==> src/rtl/usr_pkg.sv <==
// Shared definitions for the universal shift register: mode encodings,
// burst directions and the burst-engine state type.
package usr_pkg;

    localparam logic [1:0] MODE_HOLD = 2'b00;
    localparam logic [1:0] MODE_SHR  = 2'b01;
    localparam logic [1:0] MODE_SHL  = 2'b10;
    localparam logic [1:0] MODE_LOAD = 2'b11;

    localparam logic DIR_RIGHT = 1'b0;
    localparam logic DIR_LEFT  = 1'b1;

    typedef enum logic [1:0] {
        IDLE  = 2'd0,
        BURST = 2'd1,
        DONE  = 2'd2
    } state_t;

endpackage

==> src/rtl/univ_shift_reg_if.sv <==
// Control/data bundle of the universal shift register; the rot signal
// exists only when USR_ROTATE_EN is defined.
interface univ_shift_reg_if #(
    parameter int WIDTH = 4,
    parameter int CNT_W = 3
);
    import usr_pkg::*;

    logic [1:0]       mode;
    logic [WIDTH-1:0] ins;
    logic             sin_r;
    logic             sin_l;
`ifdef USR_ROTATE_EN
    logic             rot;
`endif
    logic             start;
    logic             dir;
    logic [CNT_W-1:0] cnt;
    logic [WIDTH-1:0] outs;
    logic             sout_r;
    logic             sout_l;
    logic             busy;
    logic             done;

`ifdef USR_ROTATE_EN
    modport master (output mode, ins, sin_r, sin_l, rot, start, dir, cnt,
                    input  outs, sout_r, sout_l, busy, done);
    modport slave  (input  mode, ins, sin_r, sin_l, rot, start, dir, cnt,
                    output outs, sout_r, sout_l, busy, done);
`else
    modport master (output mode, ins, sin_r, sin_l, start, dir, cnt,
                    input  outs, sout_r, sout_l, busy, done);
    modport slave  (input  mode, ins, sin_r, sin_l, start, dir, cnt,
                    output outs, sout_r, sout_l, busy, done);
`endif

endinterface

==> src/rtl/usr_shift_step.sv <==
// Combinational single-position shifter; the caller picks the fill bit,
// which is how both serial-in and rotate are expressed.
module usr_shift_step
    import usr_pkg::*;
#(
    parameter int WIDTH = 4
) (
    input  logic [WIDTH-1:0] value,
    input  logic             dir,
    input  logic             fill,
    output logic [WIDTH-1:0] result
);

    always_comb begin
        if (dir == DIR_LEFT) begin
            result = {value[WIDTH-2:0], fill};
        end else begin
            result = {fill, value[WIDTH-1:1]};
        end
    end

endmodule

==> src/rtl/univ_shift_reg.sv <==
// Universal shift register with hold/shift/load modes and a self-timed
// burst engine. Define USR_ROTATE_EN to add the rot (rotate) input.
module univ_shift_reg
    import usr_pkg::*;
#(
    parameter int WIDTH = 4,
    parameter int CNT_W = 3
) (
    input  logic            clk,
    input  logic            rst_n,
    univ_shift_reg_if.slave bus
);

    state_t           state;
    state_t           next_state;
    logic [WIDTH-1:0] outs_q;
    logic [WIDTH-1:0] next_outs;
    logic [CNT_W-1:0] remaining;
    logic [CNT_W-1:0] next_remaining;
    logic             burst_dir;
    logic             next_dir;
    logic             rot_sel;
    logic             step_dir;
    logic             step_fill;
    logic [WIDTH-1:0] step_result;

`ifdef USR_ROTATE_EN
    assign rot_sel = bus.rot;
`else
    assign rot_sel = 1'b0;
`endif

    // One shifter serves both paths: the latched direction during a burst,
    // otherwise the direction implied by the live mode.
    assign step_dir = (state == BURST) ? burst_dir
                    : ((bus.mode == MODE_SHL) ? DIR_LEFT : DIR_RIGHT);

    always_comb begin
        if (rot_sel) begin
            step_fill = (step_dir == DIR_LEFT) ? outs_q[WIDTH-1] : outs_q[0];
        end else begin
            step_fill = (step_dir == DIR_LEFT) ? bus.sin_l : bus.sin_r;
        end
    end

    usr_shift_step #(.WIDTH(WIDTH)) u_step (
        .value  (outs_q),
        .dir    (step_dir),
        .fill   (step_fill),
        .result (step_result)
    );

    always_comb begin
        next_state     = state;
        next_outs      = outs_q;
        next_remaining = remaining;
        next_dir       = burst_dir;
        case (state)
            IDLE: begin
                if (bus.start) begin
                    next_dir       = bus.dir;
                    next_remaining = bus.cnt;
                    next_state     = BURST;
                end else begin
                    case (bus.mode)
                        MODE_SHR,
                        MODE_SHL:  next_outs = step_result;
                        MODE_LOAD: next_outs = bus.ins;
                        default:   next_outs = outs_q;
                    endcase
                end
            end
            BURST: begin
                if (remaining != '0) begin
                    next_outs      = step_result;
                    next_remaining = remaining - CNT_W'(1);
                end else begin
                    next_state = DONE;
                end
            end
            DONE:    next_state = IDLE;
            default: next_state = IDLE;
        endcase
    end

    always_ff @(posedge clk or negedge rst_n) begin
        if (!rst_n) begin
            state     <= IDLE;
            outs_q    <= '0;
            remaining <= '0;
            burst_dir <= DIR_RIGHT;
        end else begin
            state     <= next_state;
            outs_q    <= next_outs;
            remaining <= next_remaining;
            burst_dir <= next_dir;
        end
    end

    assign bus.outs   = outs_q;
    assign bus.sout_r = outs_q[0];
    assign bus.sout_l = outs_q[WIDTH-1];
    assign bus.busy   = (state == BURST);
    assign bus.done   = (state == DONE);

endmodule
==> src/flat_wrapper.sv <==
// flat-port wrapper written by rule: the top's interface ports become plain ports
module univ_shift_reg_flat import usr_pkg::*;
#(
    parameter int WIDTH = 4,
    parameter int CNT_W = 3
)
  (clk, rst_n, bus_mode, bus_ins, bus_sin_r, bus_sin_l, bus_start, bus_dir, bus_cnt, bus_outs, bus_sout_r, bus_sout_l, bus_busy, bus_done);
  univ_shift_reg_if #(.WIDTH(WIDTH), .CNT_W(CNT_W)) bus_i ();
  input  logic clk;
  input  logic rst_n;
  input wire logic [$bits(bus_i.mode)-1:0] bus_mode;
  input wire logic [$bits(bus_i.ins)-1:0] bus_ins;
  input wire logic [$bits(bus_i.sin_r)-1:0] bus_sin_r;
  input wire logic [$bits(bus_i.sin_l)-1:0] bus_sin_l;
  input wire logic [$bits(bus_i.start)-1:0] bus_start;
  input wire logic [$bits(bus_i.dir)-1:0] bus_dir;
  input wire logic [$bits(bus_i.cnt)-1:0] bus_cnt;
  output wire logic [$bits(bus_i.outs)-1:0] bus_outs;
  output wire logic [$bits(bus_i.sout_r)-1:0] bus_sout_r;
  output wire logic [$bits(bus_i.sout_l)-1:0] bus_sout_l;
  output wire logic [$bits(bus_i.busy)-1:0] bus_busy;
  output wire logic [$bits(bus_i.done)-1:0] bus_done;
  assign bus_i.mode = bus_mode;
  assign bus_i.ins = bus_ins;
  assign bus_i.sin_r = bus_sin_r;
  assign bus_i.sin_l = bus_sin_l;
  assign bus_i.start = bus_start;
  assign bus_i.dir = bus_dir;
  assign bus_i.cnt = bus_cnt;
  assign bus_outs = bus_i.outs;
  assign bus_sout_r = bus_i.sout_r;
  assign bus_sout_l = bus_i.sout_l;
  assign bus_busy = bus_i.busy;
  assign bus_done = bus_i.done;
  univ_shift_reg #(.WIDTH(WIDTH), .CNT_W(CNT_W)) u_core (.clk(clk), .rst_n(rst_n), .bus(bus_i));
endmodule
==> config.mk <==
export PLATFORM = sky130hd
export DESIGN_NAME = univ_shift_reg_flat
export DESIGN_NICKNAME = d
export VERILOG_FILES = /design/src/rtl/usr_pkg.sv /design/src/rtl/univ_shift_reg_if.sv /design/src/rtl/usr_shift_step.sv /design/src/rtl/univ_shift_reg.sv /design/src/flat_wrapper.sv
export SDC_FILE = /design/constraint.sdc
export NUM_CORES = 1
export LEC_CHECK = 0
export CAP_MARGIN = 15
export CELL_PAD_IN_SITES_DETAIL_PLACEMENT = 0
export CELL_PAD_IN_SITES_GLOBAL_PLACEMENT = 1
export CORE_MARGIN = 2
export CORE_UTILIZATION = 29
export CTS_CLUSTER_DIAMETER = 60
export CTS_CLUSTER_SIZE = 30
export DETAILED_ROUTE_END_ITERATION = 16
export HOLD_SLACK_MARGIN = 0.03
export PLACE_DENSITY_LB_ADDON = 0.1
export SLEW_MARGIN = 20
export SYNTH_ARGS = -nofsm -noshare
export SYNTH_HDL_FRONTEND = slang
export SYNTH_SLANG_ARGS = --single-unit
==> constraint.sdc <==
create_clock -name clk -period 1.4 [get_ports clk]
set_input_delay 0.28 -clock clk [delete_from_list [all_inputs] [get_ports clk]]
set_output_delay 0.28 -clock clk [all_outputs]
set_load 0.005 [all_outputs]
After elaboration in Yosys (flattened, before gate mapping) --
Cells that the tools add are included.
Word-level totals: register bits after elaboration 10, input port bits 15, output and inout port bits 8, logic and storage cells 37
Cells by class: add/subtract/negate cells 1, equality and inequality tests 10, mux-type cells 14, reduce and logical (&&, ||, !) cells 8
Operator list (number):
- 4-bit case mux with 2 select lines | 2
- 4-bit 2-to-1 mux | 3
- 2-bit equality test (second input constant) | 3
- 3-bit 2-to-1 mux | 2
- 2-bit inequality test (second input constant) | 3
- 3-bit case mux with 2 select lines | 1
- 2-bit by 1-bit equality test with 1-bit output (second input constant) | 2
- 2-bit 2-to-1 mux | 2
- 2-bit case mux with 2 select lines | 1
- 2-bit AND reduction | 2
- 4-bit AND reduction | 1
- 1-bit 2-to-1 mux | 3
- 3-bit inequality test (second input constant) | 1
- 3-bit AND reduction | 1
- 3-bit nonzero test | 1
- 3-bit by 1-bit subtractor with 3-bit output (second input constant) | 1
- 2-bit logical NOT | 1
- 2-bit by 1-bit inequality test with 1-bit output (second input constant) | 1
- 2-bit nonzero test | 1
- 2-bit OR reduction | 1

Depth between registers and ports, before layout --
Gate-level depths: netlist of the first run.
depth in word-level cells 8, depth in mapped cells 6, mapped depth without buffers 6

Hierarchy --
Synthesis of the first run repeated with hierarchy kept, for this count alone.
Unflattened totals: cell total of the unflattened synthesis 60, area, all modules 671.9 um2
By module, submodules not included:
- univ_shift_reg | instances 1, cells each 56, area each 626.9 um2
- usr_shift_step | instances 1, cells each 4, area each 45.0 um2

Worst setup path after synthesis of the first run --
No wires, ideal clock.
path kind reg2reg, from reg u_core.remaining[0], to reg u_core.outs_q[1], in the netlist u_core.bus.outs[1], setup time 0.125 ns, data arrival time 1.300 ns, data required time 1.275 ns, path slack -0.025 ns, cell stages (with the launch flop) 7, path buffers 0, period minus slack after synthesis 1.425 ns, path through dfrtp_1 inv_1 ha_1 nand2b_1 a22oi_2 nor2_1 mux2_2
Between the ends: longest elaborated chain between the ends 3
RTL lines:
- start: declaration | RTL line univ_shift_reg.sv:18 | logic [CNT_W-1:0] remaining;
- start signal: assignment | RTL line univ_shift_reg.sv:95 | remaining <= next_remaining;
- 3-bit nonzero test | RTL line univ_shift_reg.sv:74 | if (remaining != '0) begin
- 2-bit by 1-bit inequality test with 1-bit output (no line)
- 4-bit AND reduction (no line)
- end signal: assignment | RTL line univ_shift_reg.sv:94 | outs_q <= next_outs;
- end: declaration | RTL line univ_shift_reg.sv:16 | logic [WIDTH-1:0] outs_q;
Every way passes these cells. A chain may end at the register's enable or synchronous reset.

Worst setup path after layout of the first run --
from reg u_core.state[1], to reg u_core.outs_q[1], in the netlist u_core.bus.outs[1]
Between the ends: longest elaborated chain between the ends 6, elaborated cells on any way between the ends 13, classes of those cells eq/ne (4); mux (6); reduce/logical (3)
RTL lines:
- start: declaration | RTL line univ_shift_reg.sv:14 | state_t state;
- start signal: assignment | RTL line univ_shift_reg.sv:93 | state <= next_state;
- 2-bit by 1-bit equality test with 1-bit output | RTL line univ_shift_reg.sv:35, univ_shift_reg.sv:58
- 1-bit 2-to-1 mux | RTL line univ_shift_reg.sv:35 | assign step_dir = (state == BURST) ? burst_dir
- 4-bit 2-to-1 mux | RTL line usr_shift_step.sv:15 | if (dir == DIR_LEFT) begin
- 4-bit case mux with 2 select lines | RTL line univ_shift_reg.sv:65 | case (bus.mode)
- 4-bit 2-to-1 mux | RTL line univ_shift_reg.sv:60 | if (bus.start) begin
- 4-bit case mux with 2 select lines | RTL line univ_shift_reg.sv:58 | case (state)
Several ways; a longest one is shown, not always the timed one. The select of a mux whose other input is x is not followed.

==> key figures, run 1 <==
Yosys
  • Top-area cell type share of the netlist area: 0.3766
  • Yosys reg bits: 10
  • Register area share after synthesis: 0.3766
  • FFs w/ async S/R, synth: 1.000
  • Synth Flop Type: dfrtp_1
  • Ys Warns: 0
  • Mapped Cells: 67
  • Synth unique cells: 34
  • Mapped cell area: 664.4 sq um
  • Syn Nets: 84
  • EDFF count, synth: 0
  • Syn_area_per_cell: 9.916 sq um
  • Area leader, netlist: dfrtp_1
  • Top cells by area, synth: dfrtp_1, inv_1, mux2_2, ha_1, a222oi_1

STA
  • Final period util: 1.110
  • Setup-failing EPs final: 8
  • Max-slew headroom at the worst pin: 0.6693
  • Min Tclk post-route: 1.553 ns
  • Total negative slack: -0.8373 ns
  • Slew Limit Fails: 0
  • Worst-margin pin slew: 0.4946 ns
  • Clk_skew: 0.003224 ns
  • Final Worst Setup Slack: -0.1535 ns
  • Final Hold Fails: 0
  • Fmax: 643.7 MHz
  • Unrepaired setup endpoints after global routing: yes

Status
  • Failing checks: negative setup slack
  • Status: complete, but fails checks

Drt
  • Wire length per cell: 13.48 microns
  • Post-Route WL: 1.955 mm
  • DRC: 0
  • DRT antenna net count: 0
  • DR vias: 682
  • Initial DRC Count: 14
  • Vias per cell: 4.703
  • Pre-antenna DRT Iters: 4

Clock network
  • Num Clock Sinks: 10
  • TritonCTS Buffers: 3
  • CTS tree: yes
  • Worst-Skew Late Latency: 0.26 ns
  • Root Driver: clkbuf_4
  • CTS Buffer Depth: 2
  • H-Tree Depth: 1
  • Reg clk slew, reported paths: 0.07 ns

Worst setup path
  • Crit Path Max Fanout: 4
  • Reg2reg path depth: 6
  • RR Startpoint: u_core.state[1]$_DFFE_PN0P_
  • CP Data Arrival Time: 1.76 ns
  • CP delay by family, top: flip-flops
  • Crit-path cells: buf_6, buf_6, and3b_2, a21oi_4, a222oi_1, mux2_4
  • CP startpoint kind: flop
  • Largest stage delay, worst path: 0.40 ns
  • Crit path depth: 6
  • CP Class: reg -> reg
  • Crit-path slowest cell: dfrtp_1
  • CP Data Required Time: 1.61 ns
  • FF-to-FF End: u_core.bus.outs[1]$_DFFE_PN0P_
  • WP buf/inv: 2
  • R2R setup slack: -0.15 ns
  • Most used cell, CP: buf_6
  • CP Capture Type: flop

Power
  • Max IR drop VDD: 1.203 mV
  • Static leakage power: 0.6211 nW
  • Power per cell area: 2329 nW/um^2

Global route
  • GRT Util Overall: 0.1623
  • First-pass GRT wire length: 3.132 mm
  • Vias in the first global route: 715
  • Initial antenna violation count: 0
  • GR Overflow Total: 0
  • Largest net degree at the start of global routing: 11

Cells and area
  • Fin nets: 135
  • ANT cells: 0
  • Area Overhead vs Synth: 87.19%
  • Layout cells sized above 1: 0.4786
  • Fin area: 1244 sq um
  • Most common cell after layout, fill and taps aside: buf_4
  • Commonest cells after routing, fill and taps aside: buf_4, clkdlybuf4s50_1, inv_1
  • Filler cells: 208

Min path
  • Type of the tightest min-delay check: in -> async

Place
  • HPWL Detailed: 1.306 mm
  • Gpl congestion: 0.6869
  • DP Worst Slack: -0.3194 ns
  • Post-DP Area: 1040 sq um
  • Port bufs: 22

Floorplan
  • Number of top-level pins: 23
  • Placeable core area: 2191 sq um
  • Initial Util: 0.3033
  • Die Wd: 51.87 microns
  • Num rows: 17
  • Die Footprint: 2690 sq um
  • Die height: 51.87 microns

Flow run
  • Max_cap viols: 0
-- power breakdown --
| group | switching [mW] | leakage [nW] | internal (mW) |
|---|---|---|---|
| registers | 0.109 | 0.117 | 0.443 |
| clock network | 0.109 | 0.0210 | 0.158 |
| logic | 0.818 | 0.483 | 1.26 |
| total | 1.04 | 0.621 | 1.86 |
-- synth_stat cells (all sizes together), types with 2 or more instances --
master and number:
mux2 3, buf 3, nor2 4, a222oi 2, dfrtp 10, nand2 2
o211a 2, inv 11, nand3 2, ha 2, nand2b 2, o21ai 5
and3 2
-- layer usage --
metal / vias up / track usage / share of wire
li1: 345 / - / -
met1: 320 / 0.1664 / 0.42
met2: 15 / 0.3101 / 0.53
met3: 2 / 0.02874 / 0.041
met4: 0 / 0.07895 / 0.0087
met5: - / 0 / 0
-- final cells by class --
class / count / area [sq um] / area share
clock buffer: 4 / 36.28 / 0.02918
inverter: 11 / 41.29 / 0.03320
multi-input combinational: 43 / 430.4 / 0.3461
sequential: 10 / 251.5 / 0.2022
tap: 28 / 35.03 / 0.02817
timing repair buffer: 49 / 449.2 / 0.3612
-- through the flow --
stage	util	cells	hold slack, ns	total power, mW
6_report	0.5677	145	0.3429	2.897
5_1_grt	0.5677	145	0.3607	3.140
4_1_cts	0.5340	143	0.3643	2.701
3_5_place_dp	0.4746	129	0.4431	2.224
3_3_place_gp	0.4746	129	0.4421	2.206
2_1_floorplan	-	67	-0.01559	1.509
-- logic make-up after synthesis --
group | Yosys count | synth area share
flip-flops | 10 | 0.3766
AND/OR/NAND/NOR | 16 | 0.1432
buffers and inverters | 14 | 0.1017
AO/OA/AOI/OAI | 21 | 0.2750
adder cells (fa/ha/maj) | 2 | 0.03766
multiplexers | 4 | 0.06591
-- state kept, by name, indices dropped and copies added (netlist names) --
register / cells
u_core.burst_dir: 1
u_core.bus.outs: 4
u_core.remaining: 3
u_core.state: 2
-- repair_timing --
item / 4_1_cts / 5_1_grt
buffers inserted: 10 / 4
gates cloned: 0 / 0
gates resized for setup: 18 / 14
endpoints found under the setup margin: 12 / 12
pin swaps: 3 / 8
hold buffers: 0 / 0
-- how the worst max path moves through the flow --
stage                                startpoint                             end
global placement                    bus_mode[0]  u_core.bus.outs[1]$_DFFE_PN0P_
floorplan           u_core.state[1]$_DFFE_PN0P_  u_core.bus.outs[1]$_DFFE_PN0P_
CTS                 u_core.state[1]$_DFFE_PN0P_  u_core.bus.outs[1]$_DFFE_PN0P_
detailed placement                  bus_mode[0]  u_core.bus.outs[1]$_DFFE_PN0P_
finish              u_core.state[1]$_DFFE_PN0P_  u_core.bus.outs[1]$_DFFE_PN0P_
global route        u_core.state[1]$_DFFE_PN0P_  u_core.bus.outs[1]$_DFFE_PN0P_
Power figures use the tool's default switching activity.
==> run 2: changes to the inputs <==
==> constraint.sdc (replaced) <==
create_clock -name clk -period 1.3 [get_ports clk]
set_input_delay 0.26 -clock clk [delete_from_list [all_inputs] [get_ports clk]]
set_output_delay 0.26 -clock clk [all_outputs]
set_load 0.005 [all_outputs]
==> run 2 against run 1 <==
Against the previous run: the flow still finishes with violations (negative setup slack); clock skew rose by 0.0096 ns; sequential cell count did not move; sequential share of layout area barely moved; non-clock buffer count rose by 3; first-iteration DRC count fell by 14%; routed wire length fell by 7.1%; total power rose by 6.6%; final cell count rose by 2.1%; utilization fell by 0.11 points; critical path type unchanged.
==> key figures, run 2 (synthesized netlist as in run 1, its figures left out) <==
Clock network
  • Num Clock Sinks: 10 (unchanged)
  • Root Driver: clkbuf_4 (unchanged)
  • Worst-Skew Late Latency: 0.27 ns (was 0.26 ns)
  • CTS Buffer Depth: 2 (unchanged)
  • TritonCTS Buffers: 3 (unchanged)
  • CTS tree: yes (unchanged)
  • Post-CTS Hold Fix Bufs: 0 (unchanged)
  • H-Tree Depth: 1 (unchanged)
  • Reg clk slew, reported paths: 0.08 ns (was 0.07 ns)

Cells and area
  • Layout cells sized above 1: 0.4833 (was 0.4786)
  • Area of the multi-input gates: 407.9 sq um (was 430.4 sq um)
  • Fin nets: 138 (was 135)
  • Sequential cell area: 251.5 sq um (unchanged)
  • ANT cells: 0 (unchanged)
  • Max reg flops: 4 (unchanged)
  • Post-layout util: 0.5665 (was 0.5677)
  • Most common cell after layout, fill and taps aside: buf_4 (unchanged)
  • Area Overhead vs Synth: 86.82% (was 87.19%)
  • Filler cells: 203 (was 208)
  • Commonest cells after routing, fill and taps aside: buf_4, clkdlybuf4s50_1, inv_1 (unchanged)

Floorplan
  • Die height: 51.87 microns (unchanged)
  • Die Wd: 51.87 microns (unchanged)
  • Initial Util: 0.3033 (unchanged)
  • Number of top-level pins: 23 (unchanged)
  • Die Footprint: 2690 sq um (unchanged)
  • Placeable core area: 2191 sq um (unchanged)
  • Num rows: 17 (unchanged)

Power
  • Power per cell area: 2487 nW/um^2 (was 2329 nW/um^2)
  • Net Sw Frac: 0.3505 (was 0.3576)
  • Max IR drop VDD: 1.214 mV (was 1.203 mV)
  • Int Pwr: 2.005 mW (was 1.861 mW)
  • Static leakage power: 0.6094 nW (was 0.6211 nW)
  • NetSw: 1.082 mW (was 1.036 mW)
  • Total Power: 3.087 mW (was 2.897 mW)
  • Combinational Power Share: 0.728 (was 0.717)
  • Seq pwr share: 0.180 (was 0.191)
  • Clk pwr share: 0.092 (about the same)

Global route
  • M1 GR Usage: 0.1804 (was 0.1664)
  • Vias in the first global route: 688 (was 715)
  • First-pass GRT wire length: 2.932 mm (was 3.132 mm)
  • GRT Util Overall: 0.1513 (was 0.1623)
  • Largest net degree at the start of global routing: 11 (unchanged)
  • GR Overflow Total: 0 (unchanged)
  • GR Util met2: 0.2574 (was 0.3101)
  • GRT busiest layer: met2 (unchanged)
  • Initial antenna violation count: 0 (unchanged)
  • Met3 usage: 0.03448 (was 0.02874)

Worst setup path
  • Crit-path slowest cell: dfrtp_1 (unchanged)
  • WP buf/inv: 2 (unchanged)
  • CP Data Arrival Time: 1.76 ns (about the same)
  • CP delay by family, top: flip-flops (unchanged)
  • Crit-path cells: buf_6, buf_6, and3b_2, a21oi_4, a222oi_1, mux2_4 (unchanged)
  • Most used cell, CP: buf_6 (unchanged)
  • Crit Path Max Fanout: 4 (unchanged)
  • CP Data Required Time: 1.50 ns (was 1.61 ns)
  • CP startpoint kind: flop (unchanged)
  • Largest stage delay, worst path: 0.39 ns (was 0.40 ns)
  • CP Capture Type: flop (unchanged)
  • CP Class: reg -> reg (unchanged)

Drt
  • Pre-antenna DRT Iters: 4 (unchanged)
  • Vias per cell: 4.764 (was 4.703)
  • Post-Route WL: 1.817 mm (was 1.955 mm)
  • Wire length per cell: 12.28 microns (was 13.48 microns)
  • DRC: 0 (unchanged)
  • DRT antenna net count: 0 (unchanged)
  • Initial DRC Count: 12 (was 14)
  • DR vias: 705 (was 682)

STA
  • Final Hold Fails: 0 (unchanged)
  • Final Worst Setup Slack: -0.2637 ns (was -0.1535 ns)
  • Worst-margin pin slew: 0.2889 ns (was 0.4946 ns)
  • Final period util: 1.203 (was 1.110)
  • Clk_skew: 0.01286 ns (was 0.003224 ns)
  • Fmax: 639.5 MHz (was 643.7 MHz)
  • Max-slew headroom at the worst pin: 0.8068 (was 0.6693)
  • Min Tclk post-route: 1.564 ns (was 1.553 ns)
  • Total negative slack: -1.332 ns (was -0.8373 ns)
  • Unrepaired setup endpoints after global routing: yes (unchanged)
  • Slew Limit Fails: 0 (unchanged)
  • Setup-failing EPs final: 10 (was 8)

Min path
  • Type of the tightest min-delay check: in -> async (unchanged)

Status
  • Status: complete, but fails checks (unchanged)
  • Failing checks: negative setup slack (unchanged)

Flow run
  • Max_cap viols: 0 (unchanged)

Place
  • HPWL Detailed: 1.349 mm (was 1.306 mm)
  • Gpl congestion: 0.7151 (was 0.6869)
  • Port bufs: 22 (unchanged)
-- run 2: per-layer routing --
layer	wire length, microns	up-vias
li1	-	351
met1	841	338
met2	907	14
met3	51	2
met4	16	0
met5	0	-
-- run 2: path summary, 6_finish.rpt --
path	start	endpoint	slack, ns	cells after the start
hold / removal	rst_n	u_core.remaining[1]$_DFFE_PN0P_	0.28	2
hold reg to reg	u_core.remaining[0]$_DFFE_PN0P_	u_core.remaining[0]$_DFFE_PN0P_	0.46	1
min in group clk	u_core.remaining[0]$_DFFE_PN0P_	u_core.remaining[0]$_DFFE_PN0P_	0.46	1
max in group asynchronous	rst_n	u_core.bus.outs[2]$_DFFE_PN0P_	0.86	2
setup reg to reg	u_core.state[1]$_DFFE_PN0P_	u_core.bus.outs[2]$_DFFE_PN0P_	-0.26	6
setup / recovery	u_core.state[1]$_DFFE_PN0P_	u_core.bus.outs[2]$_DFFE_PN0P_	-0.26	6
-- run 2: cell type report --
cell class,count,area share
Sequential cell,10,0.2026
Multi-Input combinational cell,43,0.3286
Timing Repair Buffer,52,0.3760
Clock buffer,4,0.02923
Tap cell,28,0.02823
Inverter,11,0.03528
-- run 2: repair_timing --
action,CTS,global route
hold endpoints to repair,0,0
resized for setup,24,8
endpoints found under the setup margin,15,13
setup buffers,12,1
pin swaps,5,6
-- run 2: through the flow --
stage | hold slack (ns) | instance area, sq um | setup WS (ns) | cells
6_report | 0.2781 | 1241 | -0.2637 | 148
5_1_grt | 0.2938 | 1241 | -0.3463 | 148
4_1_cts | 0.2793 | 1215 | -0.2711 | 148
3_5_place_dp | 0.4461 | 1077 | -0.4352 | 133
3_3_place_gp | 0.4411 | 1077 | -0.3990 | 133
2_1_floorplan | -0.03559 | 693.2 | -0.09251 | 67
-- run 2: power groups by stage --
| stage | registers [mW] | logic [mW] | clock network [mW] |
|---|---|---|---|
| detailed placement | 0.618 | 1.87 | 0 |
| CTS | 0.552 | 2.20 | 0.292 |
| global route | 0.579 | 2.44 | 0.315 |
| global placement | 0.612 | 1.85 | 0 |
| floorplan | 0.613 | 1.02 | 0 |
| finish | 0.556 | 2.25 | 0.284 |
